--- config.mk ---
export PLATFORM = sky130hd
export DESIGN_NAME = psr_bank_flat
export DESIGN_NICKNAME = d
export VERILOG_FILES = /design/src/rtl/psr_pkg.sv /design/src/rtl/psr_bank_if.sv /design/src/rtl/psr_stack.sv /design/src/rtl/psr_bank.sv /design/src/flat_wrapper.sv
export SDC_FILE = /design/constraint.sdc
export NUM_CORES = 1
export LEC_CHECK = 0
export ABC_CLOCK_PERIOD_IN_PS = 3540
export CAP_MARGIN = 20
export CORE_MARGIN = 5
export CORE_UTILIZATION = 45
export CTS_BUF_LIST = sky130_fd_sc_hd__clkbuf_8
export DETAILED_ROUTE_END_ITERATION = 7
export PLACE_DENSITY = 0.79
export SYNTH_ARGS = -nofsm -noshare
export SYNTH_HDL_FRONTEND = slang
export SYNTH_SLANG_ARGS = --single-unit
export TNS_END_PERCENT = 100
--- constraint.sdc ---
create_clock -name clk -period 3.54 [get_ports clk]
set_clock_uncertainty 0.05 [all_clocks]
set_input_delay 0.354 -clock clk [delete_from_list [all_inputs] [get_ports clk]]
set_output_delay 0.354 -clock clk [all_outputs]
set_load 0.01 [all_outputs]
--- src/rtl/psr_pkg.sv ---
// Shared PSR definitions: mode encodings, PSR bit positions, the packed
// SPSR stack entry and helpers for building/updating PSR values.
package psr_pkg;

    typedef enum logic [4:0] {
        MODE_USR = 5'b10000,
        MODE_FIQ = 5'b10001,
        MODE_IRQ = 5'b10010,
        MODE_SVC = 5'b10011,
        MODE_ABT = 5'b10111,
        MODE_UND = 5'b11011,
        MODE_SYS = 5'b11111
    } mode_e;

    localparam int unsigned PSR_NZCV_HI = 31;
    localparam int unsigned PSR_NZCV_LO = 28;
    localparam int unsigned PSR_I       = 7;
    localparam int unsigned PSR_F       = 6;
    localparam int unsigned PSR_T       = 5;
    localparam int unsigned PSR_MODE_HI = 4;
    localparam int unsigned PSR_MODE_LO = 0;

    typedef struct packed {
        logic [3:0] nzcv;
        logic       i;
        logic       f;
        logic [4:0] mode;
    } psr_entry_t;

    localparam psr_entry_t PSR_RESET = '{nzcv: 4'h0, i: 1'b1, f: 1'b1, mode: MODE_SVC};

    function automatic logic mode_valid(logic [4:0] m);
        case (m)
            MODE_USR, MODE_FIQ, MODE_IRQ, MODE_SVC,
            MODE_ABT, MODE_UND, MODE_SYS: mode_valid = 1'b1;
            default:                      mode_valid = 1'b0;
        endcase
    endfunction

    function automatic logic [31:0] psr_word(psr_entry_t e);
        logic [31:0] w;
        w                            = '0;
        w[PSR_NZCV_HI:PSR_NZCV_LO]   = e.nzcv;
        w[PSR_I]                     = e.i;
        w[PSR_F]                     = e.f;
        w[PSR_T]                     = 1'b0;
        w[PSR_MODE_HI:PSR_MODE_LO]   = e.mode;
        return w;
    endfunction

    // Control-field update; a bad mode encoding keeps the old mode but I/F still land.
    function automatic psr_entry_t psr_ctrl_write(psr_entry_t cur, logic we, logic i,
                                                  logic f, logic [4:0] mode);
        psr_entry_t r;
        r = cur;
        if (we) begin
            r.i = i;
            r.f = f;
            if (mode_valid(mode)) r.mode = mode;
        end
        return r;
    endfunction

endpackage

--- src/rtl/psr_bank_if.sv ---
// Core-side bundle for psr_bank: exception strobes, ALU flags, MSR/MRS and status outputs.
interface psr_bank_if #(
    parameter  int unsigned DEPTH = 4,
    localparam int unsigned DW    = $clog2(DEPTH + 1)
);
    logic          en;
    logic          i_exc_enter;
    logic [4:0]    i_exc_mode;
    logic          i_exc_fiq;
    logic          i_exc_return;
    logic          i_nzcv_flag;
    logic [3:0]    i_nzcv_alu;
    logic          i_xpsr_en_ex;
    logic          i_xpsr_sel;
    logic [1:0]    i_xpsr_fmask;
    logic [31:0]   i_xpsr_reg;
    logic [31:0]   o_xpsr_reg;
    logic [3:0]    o_nzcv;
    logic [3:0]    o_nzcv_next;
    logic [4:0]    o_mode;
    logic          o_priv;
    logic          o_irq_mask;
    logic          o_fiq_mask;
    logic [DW-1:0] o_depth;
    logic          o_full;
    logic          o_empty;
    logic          o_ovf;
    logic          o_unf;

    modport master (
        output en, i_exc_enter, i_exc_mode, i_exc_fiq, i_exc_return, i_nzcv_flag,
               i_nzcv_alu, i_xpsr_en_ex, i_xpsr_sel, i_xpsr_fmask, i_xpsr_reg,
        input  o_xpsr_reg, o_nzcv, o_nzcv_next, o_mode, o_priv, o_irq_mask,
               o_fiq_mask, o_depth, o_full, o_empty, o_ovf, o_unf
    );

    modport slave (
        input  en, i_exc_enter, i_exc_mode, i_exc_fiq, i_exc_return, i_nzcv_flag,
               i_nzcv_alu, i_xpsr_en_ex, i_xpsr_sel, i_xpsr_fmask, i_xpsr_reg,
        output o_xpsr_reg, o_nzcv, o_nzcv_next, o_mode, o_priv, o_irq_mask,
               o_fiq_mask, o_depth, o_full, o_empty, o_ovf, o_unf
    );
endinterface

--- src/rtl/psr_stack.sv ---
// DEPTH-entry LIFO of saved PSRs with push, pop and in-place top rewrite.
module psr_stack import psr_pkg::*; #(
    parameter  int unsigned DEPTH = 4,
    localparam int unsigned DW    = $clog2(DEPTH + 1)
) (
    input  logic          clk,
    input  logic          rst_n,
    input  logic          push,
    input  logic          pop,
    input  logic          top_we,
    input  psr_entry_t    push_data,
    input  psr_entry_t    top_wdata,
    output psr_entry_t    top_rdata,
    output logic [DW-1:0] depth,
    output logic          full,
    output logic          empty
);
    psr_entry_t    mem_q [DEPTH];
    psr_entry_t    mem_d [DEPTH];
    logic [DW-1:0] depth_q;
    logic [DW-1:0] depth_d;
    logic [DW-1:0] top_idx;

    assign empty   = (depth_q == '0);
    assign full    = (depth_q == DW'(DEPTH));
    assign depth   = depth_q;
    assign top_idx = depth_q - DW'(1);

    // Entries are addressed by compare rather than index so the counter width
    // never has to match the array's address width.
    always_comb begin
        mem_d     = mem_q;
        depth_d   = depth_q;
        top_rdata = '0;
        for (int unsigned i = 0; i < DEPTH; i++) begin
            if (!empty && DW'(i) == top_idx) begin
                top_rdata = mem_q[i];
                if (top_we) mem_d[i] = top_wdata;
            end
            if (push && !full && DW'(i) == depth_q) mem_d[i] = push_data;
        end
        if (push && !full)       depth_d = depth_q + DW'(1);
        else if (pop && !empty)  depth_d = depth_q - DW'(1);
    end

    always_ff @(posedge clk or negedge rst_n) begin
        if (!rst_n) begin
            depth_q <= '0;
            mem_q   <= '{default: '0};
        end else begin
            depth_q <= depth_d;
            mem_q   <= mem_d;
        end
    end
endmodule

--- src/rtl/psr_bank.sv ---
// CPSR register with nested-exception SPSR stack; serves MRS/MSR and feeds
// condition evaluation and interrupt masking.
module psr_bank import psr_pkg::*; #(
    parameter  int unsigned DEPTH = 4,
    localparam int unsigned DW    = $clog2(DEPTH + 1)
) (
    input logic       clk,
    input logic       rst_n,
    psr_bank_if.slave bus
);
    psr_entry_t    cpsr_q;
    psr_entry_t    cpsr_d;
    psr_entry_t    cpsr_wr;
    psr_entry_t    spsr_wr;
    psr_entry_t    top_entry;
    logic [3:0]    nzcv_next;
    logic          priv;
    logic          cpsr_we;
    logic          spsr_we;
    logic          push;
    logic          pop;
    logic          top_we;
    logic          ovf_q;
    logic          ovf_d;
    logic          unf_q;
    logic          unf_d;
    logic          full;
    logic          empty;
    logic [DW-1:0] depth;
    logic          xpsr_unused;

    assign priv        = (cpsr_q.mode != MODE_USR);
    assign cpsr_we     = bus.i_xpsr_en_ex & ~bus.i_xpsr_sel;
    assign spsr_we     = bus.i_xpsr_en_ex & bus.i_xpsr_sel;
    assign xpsr_unused = ^{bus.i_xpsr_reg[27:8], bus.i_xpsr_reg[PSR_T]};

    // CPSR/SPSR values as they would be after this cycle's MSR and ALU update.
    always_comb begin
        nzcv_next = cpsr_q.nzcv;
        if (cpsr_we && bus.i_xpsr_fmask[1]) nzcv_next = bus.i_xpsr_reg[PSR_NZCV_HI:PSR_NZCV_LO];
        else if (bus.i_nzcv_flag)           nzcv_next = bus.i_nzcv_alu;

        cpsr_wr = psr_ctrl_write(cpsr_q, cpsr_we & bus.i_xpsr_fmask[0] & priv,
                                 bus.i_xpsr_reg[PSR_I], bus.i_xpsr_reg[PSR_F],
                                 bus.i_xpsr_reg[PSR_MODE_HI:PSR_MODE_LO]);
        cpsr_wr.nzcv = nzcv_next;

        spsr_wr = psr_ctrl_write(top_entry, bus.i_xpsr_fmask[0],
                                 bus.i_xpsr_reg[PSR_I], bus.i_xpsr_reg[PSR_F],
                                 bus.i_xpsr_reg[PSR_MODE_HI:PSR_MODE_LO]);
        if (bus.i_xpsr_fmask[1]) spsr_wr.nzcv = bus.i_xpsr_reg[PSR_NZCV_HI:PSR_NZCV_LO];
    end

    always_comb begin
        cpsr_d = cpsr_q;
        ovf_d  = ovf_q;
        unf_d  = unf_q;
        push   = 1'b0;
        pop    = 1'b0;
        top_we = 1'b0;
        if (bus.en) begin
            if (bus.i_exc_enter && bus.i_exc_return && !empty) begin
                // Tail-chain: the saved context stays put, only the handler changes.
                cpsr_d.nzcv = top_entry.nzcv;
                cpsr_d.mode = bus.i_exc_mode;
                cpsr_d.i    = 1'b1;
                cpsr_d.f    = top_entry.f | bus.i_exc_fiq;
            end else if (bus.i_exc_enter) begin
                push        = ~full;
                ovf_d       = ovf_q | full;
                unf_d       = unf_q | bus.i_exc_return;
                cpsr_d.nzcv = nzcv_next;
                cpsr_d.mode = bus.i_exc_mode;
                cpsr_d.i    = 1'b1;
                cpsr_d.f    = cpsr_wr.f | bus.i_exc_fiq;
            end else if (bus.i_exc_return) begin
                if (empty) begin
                    unf_d = 1'b1;
                end else begin
                    cpsr_d = top_entry;
                    pop    = 1'b1;
                end
            end else begin
                cpsr_d = cpsr_wr;
                top_we = spsr_we & ~empty;
            end
        end
    end

    always_ff @(posedge clk or negedge rst_n) begin
        if (!rst_n) begin
            cpsr_q <= PSR_RESET;
            ovf_q  <= 1'b0;
            unf_q  <= 1'b0;
        end else begin
            cpsr_q <= cpsr_d;
            ovf_q  <= ovf_d;
            unf_q  <= unf_d;
        end
    end

    psr_stack #(.DEPTH(DEPTH)) u_stack (
        .clk       (clk),
        .rst_n     (rst_n),
        .push      (push),
        .pop       (pop),
        .top_we    (top_we),
        .push_data (cpsr_wr),
        .top_wdata (spsr_wr),
        .top_rdata (top_entry),
        .depth     (depth),
        .full      (full),
        .empty     (empty)
    );

    assign bus.o_xpsr_reg  = (bus.i_xpsr_sel && !empty) ? psr_word(top_entry) : psr_word(cpsr_q);
    assign bus.o_nzcv      = cpsr_q.nzcv;
    assign bus.o_nzcv_next = nzcv_next;
    assign bus.o_mode      = cpsr_q.mode;
    assign bus.o_priv      = priv;
    assign bus.o_irq_mask  = cpsr_q.i;
    assign bus.o_fiq_mask  = cpsr_q.f;
    assign bus.o_depth     = depth;
    assign bus.o_full      = full;
    assign bus.o_empty     = empty;
    assign bus.o_ovf       = ovf_q;
    assign bus.o_unf       = unf_q;
endmodule

--- src/flat_wrapper.sv ---
// flat-port wrapper written by rule: the top's interface ports become plain ports
module psr_bank_flat import psr_pkg::*;
#(
    parameter  int unsigned DEPTH = 4,
    localparam int unsigned DW    = $clog2(DEPTH + 1)
)
  (clk, rst_n, bus_en, bus_i_exc_enter, bus_i_exc_mode, bus_i_exc_fiq, bus_i_exc_return, bus_i_nzcv_flag, bus_i_nzcv_alu, bus_i_xpsr_en_ex, bus_i_xpsr_sel, bus_i_xpsr_fmask, bus_i_xpsr_reg, bus_o_xpsr_reg, bus_o_nzcv, bus_o_nzcv_next, bus_o_mode, bus_o_priv, bus_o_irq_mask, bus_o_fiq_mask, bus_o_depth, bus_o_full, bus_o_empty, bus_o_ovf, bus_o_unf);
  psr_bank_if #(.DEPTH(DEPTH)) bus_i ();
  input logic clk;
  input logic rst_n;
  input wire logic [$bits(bus_i.en)-1:0] bus_en;
  input wire logic [$bits(bus_i.i_exc_enter)-1:0] bus_i_exc_enter;
  input wire logic [$bits(bus_i.i_exc_mode)-1:0] bus_i_exc_mode;
  input wire logic [$bits(bus_i.i_exc_fiq)-1:0] bus_i_exc_fiq;
  input wire logic [$bits(bus_i.i_exc_return)-1:0] bus_i_exc_return;
  input wire logic [$bits(bus_i.i_nzcv_flag)-1:0] bus_i_nzcv_flag;
  input wire logic [$bits(bus_i.i_nzcv_alu)-1:0] bus_i_nzcv_alu;
  input wire logic [$bits(bus_i.i_xpsr_en_ex)-1:0] bus_i_xpsr_en_ex;
  input wire logic [$bits(bus_i.i_xpsr_sel)-1:0] bus_i_xpsr_sel;
  input wire logic [$bits(bus_i.i_xpsr_fmask)-1:0] bus_i_xpsr_fmask;
  input wire logic [$bits(bus_i.i_xpsr_reg)-1:0] bus_i_xpsr_reg;
  output wire logic [$bits(bus_i.o_xpsr_reg)-1:0] bus_o_xpsr_reg;
  output wire logic [$bits(bus_i.o_nzcv)-1:0] bus_o_nzcv;
  output wire logic [$bits(bus_i.o_nzcv_next)-1:0] bus_o_nzcv_next;
  output wire logic [$bits(bus_i.o_mode)-1:0] bus_o_mode;
  output wire logic [$bits(bus_i.o_priv)-1:0] bus_o_priv;
  output wire logic [$bits(bus_i.o_irq_mask)-1:0] bus_o_irq_mask;
  output wire logic [$bits(bus_i.o_fiq_mask)-1:0] bus_o_fiq_mask;
  output wire logic [$bits(bus_i.o_depth)-1:0] bus_o_depth;
  output wire logic [$bits(bus_i.o_full)-1:0] bus_o_full;
  output wire logic [$bits(bus_i.o_empty)-1:0] bus_o_empty;
  output wire logic [$bits(bus_i.o_ovf)-1:0] bus_o_ovf;
  output wire logic [$bits(bus_i.o_unf)-1:0] bus_o_unf;
  assign bus_i.en = bus_en;
  assign bus_i.i_exc_enter = bus_i_exc_enter;
  assign bus_i.i_exc_mode = bus_i_exc_mode;
  assign bus_i.i_exc_fiq = bus_i_exc_fiq;
  assign bus_i.i_exc_return = bus_i_exc_return;
  assign bus_i.i_nzcv_flag = bus_i_nzcv_flag;
  assign bus_i.i_nzcv_alu = bus_i_nzcv_alu;
  assign bus_i.i_xpsr_en_ex = bus_i_xpsr_en_ex;
  assign bus_i.i_xpsr_sel = bus_i_xpsr_sel;
  assign bus_i.i_xpsr_fmask = bus_i_xpsr_fmask;
  assign bus_i.i_xpsr_reg = bus_i_xpsr_reg;
  assign bus_o_xpsr_reg = bus_i.o_xpsr_reg;
  assign bus_o_nzcv = bus_i.o_nzcv;
  assign bus_o_nzcv_next = bus_i.o_nzcv_next;
  assign bus_o_mode = bus_i.o_mode;
  assign bus_o_priv = bus_i.o_priv;
  assign bus_o_irq_mask = bus_i.o_irq_mask;
  assign bus_o_fiq_mask = bus_i.o_fiq_mask;
  assign bus_o_depth = bus_i.o_depth;
  assign bus_o_full = bus_i.o_full;
  assign bus_o_empty = bus_i.o_empty;
  assign bus_o_ovf = bus_i.o_ovf;
  assign bus_o_unf = bus_i.o_unf;
  psr_bank #(.DEPTH(DEPTH)) u_core (.clk(clk), .rst_n(rst_n), .bus(bus_i));
endmodule
==> flow_summary.ini, run 1 <==
[setup_path]
worst_r2r_endpoint = u_core.u_stack.mem_q[7]
cp_max_fo = 18
worstReg2RegStart = u_core.u_stack.depth[0]
ff2ff_setup_slack_ns = 0.57
path_delay_family = buffers and inverters
arrival_ns = 2.96
required_ns = 3.14
cpMaxStageDelayCell = clkdlybuf4s50_1
worst_path_largest_cell_delay_ns = 0.53
timing.critical_path.mode_cell = buf_4
critPathKind = flop to output port
ff2ff_path_depth = 8
end_kind = output port
path_cells = inv_1 > ha_1 > buf_4 > nor4b_4 > buf_4 > o2bb2ai_1 > o22a_1 > mux2_2 > clkdlybuf4s50_1
crit_path_start_kind = flop
cp.buffers_inverters = 4

[cells_and_area]
mostFrequentLayoutCells = clkdlybuf4s50_1 (63), nand2_1 (59), dfrtp_1 (55)
fillers = 755
antenna_cells = 0
nets = 568
regArea_sq_um = 1510
instances_no_fill = 621
multi_input_area_sq_um = 2290
layout_commonest_cell = clkdlybuf4s50_1
drive_gt1_share_pct = 12.7
syn_to_final_growth_pct = 20.5

[logic_synthesis]
synthCells = 449
synth.avg_cell_area_sq_um = 9.09
synth_edf_count = 0
synth_ff_type = dfrtp_1
synth-async-reset-ratio_pct = 100
ys_seq_area_share_pct = 37.0
yosysWarnings = 0
synth.distinct_cells = 62
ys_ff_latch = 60
yosysTopAreaCellShare_pct = 33.7
synthTopCellsByArea = dfrtp_1 (34%), a221o_1 (5.9%), nand2_1 (5.6%)
synth.largest_area_cell = dfrtp_1
synth_area_sq_um = 4080

[global_route]
grt_pass1_vias = 3715
grt.total_usage_pct = 22.1
grt_antenna_before_repair = 0
grt_max_degree = 36
grt_pass1_wl_um = 19700
grt_overflow = 0

[floorplanning]
initial_utilization_pct = 46.6
rows = 34
io_pins = 107
die-height_um = 105
core_region_area_sq_um = 8760
die_w_um = 105
dieArea_sq_um = 11100

[run_status]
status = finished clean

[route]
vias = 3886
drt_iter0_drc = 355
drt-wirelength-per-cell_um = 19.8
drc = 0
wl_um = 12300
drtPass1Iterations = 6
drt.antenna.violating_nets = 0
viasPerCell = 6.26

[clock_tree]
insertion_delay_ns = 0.35
cts_root_buf = clkbuf_8
cts_num_sinks = 60
clk_pin_slew_ns = 0.07
cts_buffers = 9
cts_max_path_buffers = 2
htreeDepth = 3
tritoncts = yes

[timing]
rsz0062_at_grt = false
period_minus_slack_ns = 3.37
slew_violations = 0
setup_viol = 0
tightestPinTransition_ns = 0.892
slew-limit-headroom_pct = 40.1
fmax_ghz = 0.297
timing.final.ws_setup_ns = 0.171
setup_tns_ns = 0
fin_crit_sh_pct = 95.2
hold_viol_final = 0

[power_and_ir_drop]
p_leak_uw = 0.00210
p_per_area_nw_per_um2 = 725
peakVddDrop_mv = 0.358

[run]
drv_cap = 0

[placement]
gp_congestion = 0.898
dp_hpwl_um = 8690
dpl.cell_count = 605
place_ws_ns = 0.384
io_buffers = 64

[worst_hold_path]
hp-class = input pin to asynchronous set/reset pin
-- state kept, by name, summed over array words and instances, names as in the netlist --
name	cells
u_core.bus.o_fiq_mask	1
u_core.bus.o_nzcv	4
u_core.bus.o_mode	5
u_core.bus.o_unf	1
u_core.bus.o_irq_mask	1
u_core.u_stack.mem_q	44
u_core.u_stack.depth	3
u_core.bus.o_ovf	1
-- where the power goes --
| part | internal [uW] | leakage [uW] | switching (uW) |
|---|---|---|---|
| combinational | 844 | 0.00125 | 973 |
| clock | 281 | 0.0000976 | 269 |
| sequential | 976 | 0.000755 | 222 |
| total | 2100 | 0.00210 | 1460 |
-- area by class of cell --
cell class,count,share of cell area (%)
inverter,10,0.763
tap,108,2.75
timing repair buffer,83,15.8
multi-input combinational,345,46.6
clock inverter,4,0.356
clock buffer,11,3.08
sequential,60,30.7
-- cells in the mapped netlist (2+ instances only) --
cell / number
dfstp_2: 5
o22ai_1: 3
o22a_1: 3
buf_4: 22
a21oi_1: 20
dfrtp_1: 55
o21ai_1: 2
o2bb2ai_1: 6
a211oi_1: 4
a21o_1: 2
ha_1: 7
buf_2: 2
nand2b_1: 6
and3_1: 4
a221o_1: 24
buf_1: 2
and2_1: 7
nand2_1: 61
mux2i_1: 19
or2_2: 2
o21bai_1: 2
nand4_1: 2
o221ai_1: 23
o21ai_0: 27
nor2_1: 39
nor2b_1: 3
a21boi_2: 2
o211ai_1: 2
a221oi_1: 7
nand3b_1: 10
clkbuf_1: 21
buf_6: 6
mux2_2: 10
xnor2_1: 3
inv_1: 9
-- worst max path at each step --
stage / slack [ns] / startpoint / cells after the start / to
6_report: 0.17 / u_core.u_stack.depth[0] / 9 / bus_o_xpsr_reg[2]
5_1_grt: 0.02 / u_core.u_stack.depth[1] / 7 / bus_o_xpsr_reg[3]
4_1_cts: 0.11 / u_core.u_stack.depth[0] / 7 / bus_o_xpsr_reg[2]
3_5_place_dp: 0.38 / u_core.u_stack.depth[1] / 7 / bus_o_xpsr_reg[2]
3_3_place_gp: 0.43 / u_core.u_stack.depth[1] / 7 / bus_o_xpsr_reg[2]
2_1_floorplan: 0.91 / u_core.u_stack.depth[0] / 10 / u_core.u_stack.mem_q[17]
-- layer usage --
layer / wire, um / global-route usage, % / share of wire [%] / up-vias
li1: - / - / - / 1747
met1: 5000 / 28.9 / 41 / 1869
met2: 5960 / 35.6 / 48 / 230
met3: 1010 / 5.13 / 8.2 / 40
met4: 357 / 8.13 / 2.9 / 0
met5: 0 / 0 / 0 / -
-- what timing repair did --
action,CTS,global route
buffers inserted,0,0
resized for setup,1,4
hold buffers,0,0
endpoints found under the setup margin,3,8
pin swaps,0,0
gates cloned,0,0
-- metrics by stage --
stage | util, % | cell area [sq um] | hold WS [ns] | total power [uW]
global placement | 53.9 | 4720 | 0.398 | 2910
floorplan | - | 4160 | 0.00841 | 2330
detailed placement | 53.9 | 4720 | 0.411 | 2960
global route | 56.1 | 4920 | 0.0961 | 3800
finish | 56.1 | 4920 | 0.0377 | 3570
CTS | 55.9 | 4900 | 0.0659 | 3520
-- cell families (layout without fill, tap and decap cells) --
group,Yosys count,count (layout),share of synthesized area (%)
multiplexers,29,29,7.42
AND/OR/NAND/NOR,145,145,17.1
AO/OA/AOI/OAI,139,139,26.2
flip-flops,60,60,37.0
adder cells (fa/ha/maj),7,7,2.15
other,1,21,0.0919
buffers and inverters,64,108,9.17
XOR/XNOR,4,4,0.859
(Power assumes the default switching activity.)
==> run 2: changes to the inputs <==
--- a/config.mk
+++ b/config.mk
@@ -12,6 +12,7 @@
 export CTS_BUF_LIST = sky130_fd_sc_hd__clkbuf_8
 export DETAILED_ROUTE_END_ITERATION = 7
 export PLACE_DENSITY = 0.79
+export SLEW_MARGIN = 0
 export SYNTH_ARGS = -nofsm -noshare
 export SYNTH_HDL_FRONTEND = slang
 export SYNTH_SLANG_ARGS = --single-unit
==> results of run 2 <==
Same layout as run 1: the final DEF is identical, and so are final timing and power.
==> run 3: changes to the inputs <==
--- a/config.mk
+++ b/config.mk
@@ -6,7 +6,7 @@
 export NUM_CORES = 1
 export LEC_CHECK = 0
 export ABC_CLOCK_PERIOD_IN_PS = 3540
-export CAP_MARGIN = 20
+export CAP_MARGIN = 10
 export CORE_MARGIN = 5
 export CORE_UTILIZATION = 45
 export CTS_BUF_LIST = sky130_fd_sc_hd__clkbuf_8
==> run 3 against run 2 <==
Total power barely moved. Non-clock buffer count fell by 1. Highest routed layer unchanged. Register-to-register slack hardly changed. Global-route usage unchanged.
==> flow_summary.ini, run 3 (same netlist as run 1, synthesis figures left out) <==
[route]
vias = 3855
drt.antenna.violating_nets = 0
drt-wirelength-per-cell_um = 20.0
wl_um = 12400
viasPerCell = 6.22
drt_iter0_drc = 323
drc = 0
drtPass1Iterations = 5

[floorplanning]
rows = 34
initial_utilization_pct = 46.6
core_region_area_sq_um = 8760
dieArea_sq_um = 11100
die-height_um = 105
io_pins = 107
die_w_um = 105

[power_and_ir_drop]
p_per_area_nw_per_um2 = 726
p_sw_share_pct = 41.1
p_int_uw = 2100
pwr-share-comb_pct = 50.9
clkPwrFrac_pct = 15.4
p_leak_uw = 0.00209
peakVddDrop_mv = 0.357
p_sw_uw = 1470
p_seq_share_pct = 33.6

[placement]
io_buffers = 64
dpl.cell_count = 605
gp_congestion = 0.898
dp_hpwl_um = 8690

[setup_path]
arrival_ns = 2.95
ff2ff_path_depth = 8
crit_path_start_kind = flop
required_ns = 3.14
path_cells = inv_1 > ha_1 > buf_4 > nor4b_4 > buf_4 > o2bb2ai_1 > o22a_1 > mux2_2 > clkdlybuf4s50_1
critPathKind = flop to output port
worst_path_largest_cell_delay_ns = 0.53
end_kind = output port
cpMaxStageDelayCell = clkdlybuf4s50_1
timing.critical_path.mode_cell = buf_4
cp_max_fo = 18

[cells_and_area]
mostFrequentLayoutCells = clkdlybuf4s50_1 (63), nand2_1 (59), dfrtp_1 (55)
drive_gt1_share_pct = 12.5
multi_input_area_sq_um = 2290
syn_to_final_growth_pct = 20.4
fillers = 756
layout_commonest_cell = clkdlybuf4s50_1
nets = 567
fin_util_pct = 56.1
regMostFlops = u_core.u_stack.mem_q
regArea_sq_um = 1510
largest_reg_flops = 44
antenna_cells = 0
instances_no_fill = 620

[worst_hold_path]
hp-class = input pin to asynchronous set/reset pin

[timing]
rsz0062_at_grt = false
period_minus_slack_ns = 3.36
tightestPinTransition_ns = 1.19
setup_tns_ns = 0
slew-limit-headroom_pct = 19.7
fmax_ghz = 0.298
hold_viol_final = 0
fin_crit_sh_pct = 94.8
setup_viol = 0
slew_violations = 0

[global_route]
grt_overflow = 0
grt.total_usage_pct = 22.1
grt_max_degree = 36
grt_antenna_before_repair = 0
grt_pass1_vias = 3715
grt_pass1_wl_um = 19700

[clock_tree]
cts_buffers = 9
insertion_delay_ns = 0.35
htreeDepth = 3
cts_hold_buf = 0
cts_max_path_buffers = 2
ctsResizeCount = 1
cts_root_buf = clkbuf_8
cts_num_sinks = 60
cts_setup_buffers = 0
clk_pin_slew_ns = 0.07
tritoncts = yes

[run_status]
status = finished clean

[run]
drv_cap = 0
run 3: layout make-up:
| cell class | instances | area share [%] |
|---|---|---|
| clock buffer | 11 | 3.08 |
| clock inverter | 4 | 0.357 |
| inverter | 10 | 0.764 |
| multi-input combinational | 345 | 46.7 |
| sequential | 60 | 30.7 |
| tap | 108 | 2.75 |
| timing repair buffer | 82 | 15.7 |
run 3: worst max-delay path, delay by kind of cell, from the launching register on:
kind / cells / cell delay [ns]
buf+inv: 4 / 1.09
flops: 1 / 0.42
simple gates: 1 / 0.34
compound gates: 2 / 0.33
fa+ha+maj: 1 / 0.25
mux: 1 / 0.17
run 3: worst paths after layout:
| kind | start | slack (ns) | end |
|---|---|---|---|
| max | u_core.u_stack.depth[0] | 0.18 | bus_o_xpsr_reg[2] |
| min | rst_n | 0.04 | u_core.u_stack.mem_q[5] |
| max reg2reg | u_core.u_stack.depth[0] | 0.56 | u_core.u_stack.mem_q[7] |
| min reg2reg | u_core.u_stack.mem_q[4] | 0.43 | u_core.u_stack.mem_q[4] |
| max in group asynchronous | rst_n | 2.55 | u_core.u_stack.mem_q[11] |
| min in group clk | u_core.u_stack.mem_q[4] | 0.43 | u_core.u_stack.mem_q[4] |
run 3: metrics by stage:
stage / power (uW) / hold WS [ns] / setup slack [ns] / area, sq um
2_1_floorplan: 2330 / 0.00841 / 0.914 / 4160
3_3_place_gp: 2910 / 0.398 / 0.427 / 4720
3_5_place_dp: 2960 / 0.411 / 0.384 / 4720
4_1_cts: 3520 / 0.0659 / 0.114 / 4900
5_1_grt: 3800 / 0.0961 / 0.0212 / 4910
6_report: 3570 / 0.0400 / 0.184 / 4910
run 3: metal layers:
| metal | up-vias | global-route usage [%] | share of wire [%] |
|---|---|---|---|
| li1 | 1745 | - | - |
| met1 | 1864 | 28.9 | 40 |
| met2 | 218 | 35.6 | 49 |
| met3 | 28 | 5.13 | 8.7 |
| met4 | 0 | 8.13 | 2.7 |
| met5 | - | 0 | 0 |
run 3: power groups by stage:
stage          logic (uW)  clock network (uW)  registers, uW
3_3_place_gp         1730                   0           1180
4_1_cts              1790                 550           1190
6_report             1820                 551           1200
2_1_floorplan        1160                   0           1160
3_5_place_dp         1780                   0           1190
5_1_grt              1980                 588           1230
